**config.mk**
```make
export PLATFORM = sky130hd
export DESIGN_NAME = layer_serializer_flat
export DESIGN_NICKNAME = d
export VERILOG_FILES = /design/src/rtl/layer_serializer_if.sv /design/src/rtl/layer_serializer.sv /design/src/flat_wrapper.sv
export SDC_FILE = /design/constraint.sdc
export NUM_CORES = 1
export LEC_CHECK = 0
export BUFFER_PORTS_ARGS = -buffer_cell sky130_fd_sc_hd__buf_2
export CAP_MARGIN = 15
export CORE_ASPECT_RATIO = 1.1
export CORE_MARGIN = 2
export CORE_UTILIZATION = 50
export DETAILED_ROUTE_END_ITERATION = 10
export GPL_ROUTABILITY_DRIVEN = 0
export PLACE_DENSITY = 0.7
export SLEW_MARGIN = 20
export SYNTH_ARGS = -nofsm -noshare
export SYNTH_HDL_FRONTEND = slang
export SYNTH_SLANG_ARGS = --single-unit
```
**constraint.sdc**
```tcl
create_clock -name clk -period 3 [get_ports clk]
set_input_delay 0.6 -clock clk [delete_from_list [all_inputs] [get_ports clk]]
set_output_delay 0.6 -clock clk [all_outputs]
set_load 0.03 [all_outputs]
```
**src/rtl/layer_serializer_if.sv**
```systemverilog
// Bundle of the parallel-capture and serial-stream signals of layer_serializer.
// master drives the parallel vector and observes the stream; slave is the serializer.
interface layer_serializer_if #(
  parameter int unsigned neurons   = 10,
  parameter int unsigned dataWidth = 16
);
  logic                           in_valid;
  logic [neurons*dataWidth-1:0]   in_data;
  logic                           out_valid;
  logic [dataWidth-1:0]           out_data;
  logic                           out_last;
  logic                           busy;
  logic                           overflow;

  modport master (
    output in_valid,
    output in_data,
    input  out_valid,
    input  out_data,
    input  out_last,
    input  busy,
    input  overflow
  );

  modport slave (
    input  in_valid,
    input  in_data,
    output out_valid,
    output out_data,
    output out_last,
    output busy,
    output overflow
  );
endinterface

```
**src/rtl/layer_serializer.sv**
```systemverilog
// Parallel-to-serial adapter: captures a vector of neuron words and streams them one per
// clock, with a one-deep pending buffer so the next vector can follow without a gap.
module layer_serializer #(
  parameter int unsigned neurons   = 10,
  parameter int unsigned dataWidth = 16
) (
  input  logic                 clk,
  input  logic                 rst_n,
  layer_serializer_if.slave    bus
);
  localparam int unsigned VecW = neurons * dataWidth;
  localparam int unsigned IdxW = $clog2(neurons);
  localparam logic [IdxW-1:0] LastIdx = IdxW'(neurons - 1);

  typedef enum logic [0:0] {StIdle, StShift} state_e;

  state_e            state_q, state_d;
  logic [VecW-1:0]   active_q, active_d;
  logic [VecW-1:0]   pending_q, pending_d;
  logic              pending_valid_q, pending_valid_d;
  logic [IdxW-1:0]   idx_q, idx_d;
  logic              overflow_q, overflow_d;

  logic                 out_valid;
  logic [dataWidth-1:0] out_data;
  logic                 out_last;
  logic                 busy;

  // State register; datapath registers share the synchronous reset.
  always_ff @(posedge clk) begin
    if (!rst_n) begin
      state_q         <= StIdle;
      active_q        <= '0;
      pending_q       <= '0;
      pending_valid_q <= 1'b0;
      idx_q           <= '0;
      overflow_q      <= 1'b0;
    end else begin
      state_q         <= state_d;
      active_q        <= active_d;
      pending_q       <= pending_d;
      pending_valid_q <= pending_valid_d;
      idx_q           <= idx_d;
      overflow_q      <= overflow_d;
    end
  end

  // Next-state and datapath update.
  always_comb begin
    state_d         = state_q;
    active_d        = active_q;
    pending_d       = pending_q;
    pending_valid_d = pending_valid_q;
    idx_d           = idx_q;
    overflow_d      = overflow_q;

    unique case (state_q)
      StIdle: begin
        if (bus.in_valid) begin
          active_d = bus.in_data;
          idx_d    = '0;
          state_d  = StShift;
        end
      end
      StShift: begin
        if (idx_q != LastIdx) begin
          idx_d = idx_q + IdxW'(1);
          if (bus.in_valid) begin
            if (!pending_valid_q) begin
              pending_d       = bus.in_data;
              pending_valid_d = 1'b1;
            end else begin
              overflow_d = 1'b1;
            end
          end
        end else begin
          idx_d = '0;
          if (pending_valid_q) begin
            // Pending slot drains into active this cycle, so a new strobe refills it.
            active_d = pending_q;
            if (bus.in_valid) begin
              pending_d = bus.in_data;
            end else begin
              pending_valid_d = 1'b0;
            end
          end else if (bus.in_valid) begin
            active_d = bus.in_data;
          end else begin
            state_d = StIdle;
          end
        end
      end
      default: state_d = StIdle;
    endcase
  end

  // Outputs depend only on registered state.
  always_comb begin
    out_valid = (state_q == StShift);
    out_data  = '0;
    if (out_valid) begin
      out_data = active_q[int'(idx_q)*dataWidth +: dataWidth];
    end
    out_last = out_valid && (idx_q == LastIdx);
    busy     = out_valid || pending_valid_q;
  end

  assign bus.out_valid = out_valid;
  assign bus.out_data  = out_data;
  assign bus.out_last  = out_last;
  assign bus.busy      = busy;
  assign bus.overflow  = overflow_q;
endmodule
```
**src/flat_wrapper.sv**
```systemverilog
// flat-port wrapper written by rule: the top's interface ports become plain ports
module layer_serializer_flat 
#(
  parameter int unsigned neurons   = 10,
  parameter int unsigned dataWidth = 16
)
  (clk, rst_n, bus_in_valid, bus_in_data, bus_out_valid, bus_out_data, bus_out_last, bus_busy, bus_overflow);
  layer_serializer_if #(.neurons(neurons), .dataWidth(dataWidth)) bus_i ();
  input  logic clk;
  input  logic rst_n;
  input wire logic [$bits(bus_i.in_valid)-1:0] bus_in_valid;
  input wire logic [$bits(bus_i.in_data)-1:0] bus_in_data;
  output wire logic [$bits(bus_i.out_valid)-1:0] bus_out_valid;
  output wire logic [$bits(bus_i.out_data)-1:0] bus_out_data;
  output wire logic [$bits(bus_i.out_last)-1:0] bus_out_last;
  output wire logic [$bits(bus_i.busy)-1:0] bus_busy;
  output wire logic [$bits(bus_i.overflow)-1:0] bus_overflow;
  assign bus_i.in_valid = bus_in_valid;
  assign bus_i.in_data = bus_in_data;
  assign bus_out_valid = bus_i.out_valid;
  assign bus_out_data = bus_i.out_data;
  assign bus_out_last = bus_i.out_last;
  assign bus_busy = bus_i.busy;
  assign bus_overflow = bus_i.overflow;
  layer_serializer #(.neurons(neurons), .dataWidth(dataWidth)) u_core (.clk(clk), .rst_n(rst_n), .bus(bus_i));
endmodule
```
==> flow_summary_export.csv <==
group,metric,value,unit
floorplan,std_cell_rows,69,
routing,via_per_inst,5.81,
floorplan,die_area,33800,um^2
worst_setup_path,crit_arrival,2.36,ns
floorplan,die_w,175,um
pwr,powerDensity,580,nW/um^2
finish,drive_gt1_share,15.3,%
finish,nets,2195,
finish,diodes,0,
timing,slew_viol_final,0,
timing,holdWs,0.341,ns
global_route,grt-ovfl-total,0,
worst_setup_path,cp_max_fo,15,
timing,period_needed,2.96,ns
floorplan,io_pins,183,
finish,final_core_util,57.3,%
global_route,track_usage,27.0,%
routing,drtAntennaViolNets,0,
worst_setup_path,crit_chain,"buf_12 -> mux4_2 -> o21ai_0 -> a21oi_1 -> buf_2",
logic_synthesis,synth_seq_cells,327,
timing,rsz0062_at_grt,"yes",
placed_design,pre_cts_ws,0.328,ns
pwr,p_leak,6.87,nW
clock_network,clock-sinks,327,
global_route,grt_first_pass_wirelength,73.0,mm
logic_synthesis,synth_warnings,0,
pwr,ir_drop,0.333,mV
finish,stdcell_area,18400,um^2
placed_design,hpwl,30.9,mm
worst_setup_path,slowest_stage,"mux4_2",
clock_network,htree_levels,2,
clock_network,root_buffer,"clkbuf_16",
routing,wl_per_cell,19.1,um
worst_setup_path,cpPeakStageDelay,0.53,ns
global_route,antenna_found_initial,0,
timing,fin_ws,0.0419,ns
placed_design,dp_cells,2414,
timing,setup_viol,0,
floorplan,start_util,50.4,%
routing,post-route-drc-count,0,
worst_setup_path,end_kind,"output pin",
worst_setup_path,crit_required,2.40,ns
finish,syn_to_final_growth,13.8,%
floorplan,dieHeight,193,um
clock_network,postCtsHoldBufs,0,
clock_network,clkSlewWorstSetupHoldPaths,0.06,ns
worst_setup_path,path_delay_family,"multiplexers",
outcome,status,"finished, final reports clean",
finish,final_cell_count_no_fill,2480,
worst_hold_path,min_path_type,"in2reg",
global_route,grt_max_degree,117,
clock_network,cts_tree,"done",
timing,tightest_slew,0.947,ns
routing,vias,14400,
placed_design,port_buffers,182,
finish,layout_common_cells,"497 x nand2_1, 323 x dfxtp_1, 193 x mux2i_1",
clock_network,numCtsBuffers,36,
logic_synthesis,netlist-cell-type-count,34,
global_route,grt_pass1_vias,13300,
worst_setup_path,crit_start,"u_core.idx_q[0]$_SDFFE_PN0P_",
logic_synthesis,netlist_area,16200,um^2
logic_synthesis,syn_nets,2139,
routing,drt_wl_total,47.5,mm
run,drv_cap,0,
timing,fin_crit_sh,98.6,%
worst_setup_path,crit_type,"reg2out",
timing,hold_viol_final,0,
logic_synthesis,seq_area_frac_synth,40.5,%
routing,drt_iter0_drc,1490,
routing,first_pass_iters,7,
finish,final_common_cell,"nand2_1",
logic_synthesis,postSynthAreaPerCell,8.19,um^2
timing,fmax,338,MHz
worst_setup_path,worst_setup_path_start_kind,"flop",
clock_network,clock_latency,0.51,ns
worst_hold_path,hp-start,"bus_in_data[150]",
logic_synthesis,synthCells,1974,
placed_design,dpl_cell_area,17100,um^2
clock_network,ctsLongestPathBuffers,3,
worst_setup_path,reg2reg_from,"u_core.idx_q[1]$_SDFFE_PN0P_",
finish,fillCellCount,2896,
worst_setup_path,path_buf_inv,2,
floorplan,core,32100,um^2
timing,slew_headroom,36.9,%
timing,skew,0.0156,ns
[cells by family (layout without fill, tap and decap cells)]
logic type                 count (synthesis)  count (layout)  share of synthesized area (%)
and+or+nand+nor                          836             836                           23.5
AOI/OAI and AO/OA                        380             380                           14.8
DFF                                      327             327                           40.5
muxes                                    225             225                           15.3
buffers and inverters                    203             283                           5.75
adders and majority gates                  2               2                          0.155
xor gates and xnor gates                   1               1                         0.0542
[cells in the mapped netlist]
cell,n,area (um^2)
o2bb2ai_4,1,27.5
buf_4,13,97.6
dfxtp_1,327,6550
nor2b_1,163,1020
nor3b_2,1,12.5
and3_1,2,12.5
and2_1,3,18.8
mux2_2,16,180
o31a_1,1,8.76
clkbuf_1,136,510
nand2_1,498,1870
nand3_1,160,801
buf_1,16,60.1
a22oi_1,160,1200
nor2_1,4,15.0
xor2_1,1,8.76
buf_6,12,135
a21boi_0,2,15.0
nor3b_1,1,7.51
nand3b_4,1,20.0
o21ai_1,3,15.0
buf_2,24,120
o21a_1,1,7.51
a31oi_1,1,6.26
nand3b_1,1,7.51
a221oi_1,16,140
nor3_1,1,5.00
or2_2,1,6.26
ha_1,2,25.0
inv_1,2,7.51
o21ai_0,178,891
mux4_2,16,360
a21oi_1,17,85.1
mux2i_1,193,1930
[tightest hold or removal path, cell delays in order]
cell and delay, ns:
buf_2 0.10, nand2_1 0.05, mux2i_1 0.05
[area by class of cell]
class                   instances  area (um^2)  area share, %
clock inverters                10          149          0.809
well taps                     426          533           2.90
repair buffers                219         1400           7.59
flip-flops and latches        327         6560           35.6
inverters                       2         7.51         0.0408
clock buffers                  52         1030           5.61
multi-input cells            1444         8720           47.4
[registers in the layout, summed over array words and instances, names as in the netlist]
signal / flops
u_core.idx_q: 4
u_core.bus.out_valid: 1
u_core.pending_valid_q: 1
u_core.bus.overflow: 1
u_core.pending_q: 160
u_core.active_q: 160
[routing by layer]
layer	vias up	global-route usage, %	wire length (um)
met5	-	0	0
met2	497	42.3	21600
met3	98	5.16	3190
li1	6918	-	-
met4	0	10.4	1750
met1	6905	37.0	21000
[power breakdown]
part / switching [W] / internal [W] / total [W]
clock network: 0.00175 / 0.00273 / 0.00448
registers: 0.000164 / 0.00458 / 0.00474
logic: 0.000901 / 0.000553 / 0.00145
total: 0.00281 / 0.00786 / 0.0107
[timing repair]
action / CTS / global route
buffers inserted: 3 / 0
endpoints found under the setup margin: 16 / 16
gates resized for setup: 1 / 7
[worst paths after layout]
check | slack (ns) | cells past startpoint | to
setup / recovery | 0.04 | 5 | bus_out_data[15]
hold / removal | 0.34 | 3 | u_core.pending_q[150]$_SDFFE_PN0P_
setup reg to reg | 0.33 | 8 | u_core.active_q[89]$_SDFFE_PN0P_
hold reg to reg | 0.46 | 2 | u_core.pending_q[45]$_SDFFE_PN0P_
[stage by stage]
stage,total power [W],setup TNS (ns)
CTS,0.0107,0
global route,0.0110,-0.0244
global placement,0.00622,0
floorplan,0.00577,0
finish,0.0107,0
detailed placement,0.00625,0
No activity file was read; power rests on OpenSTA's default activity.
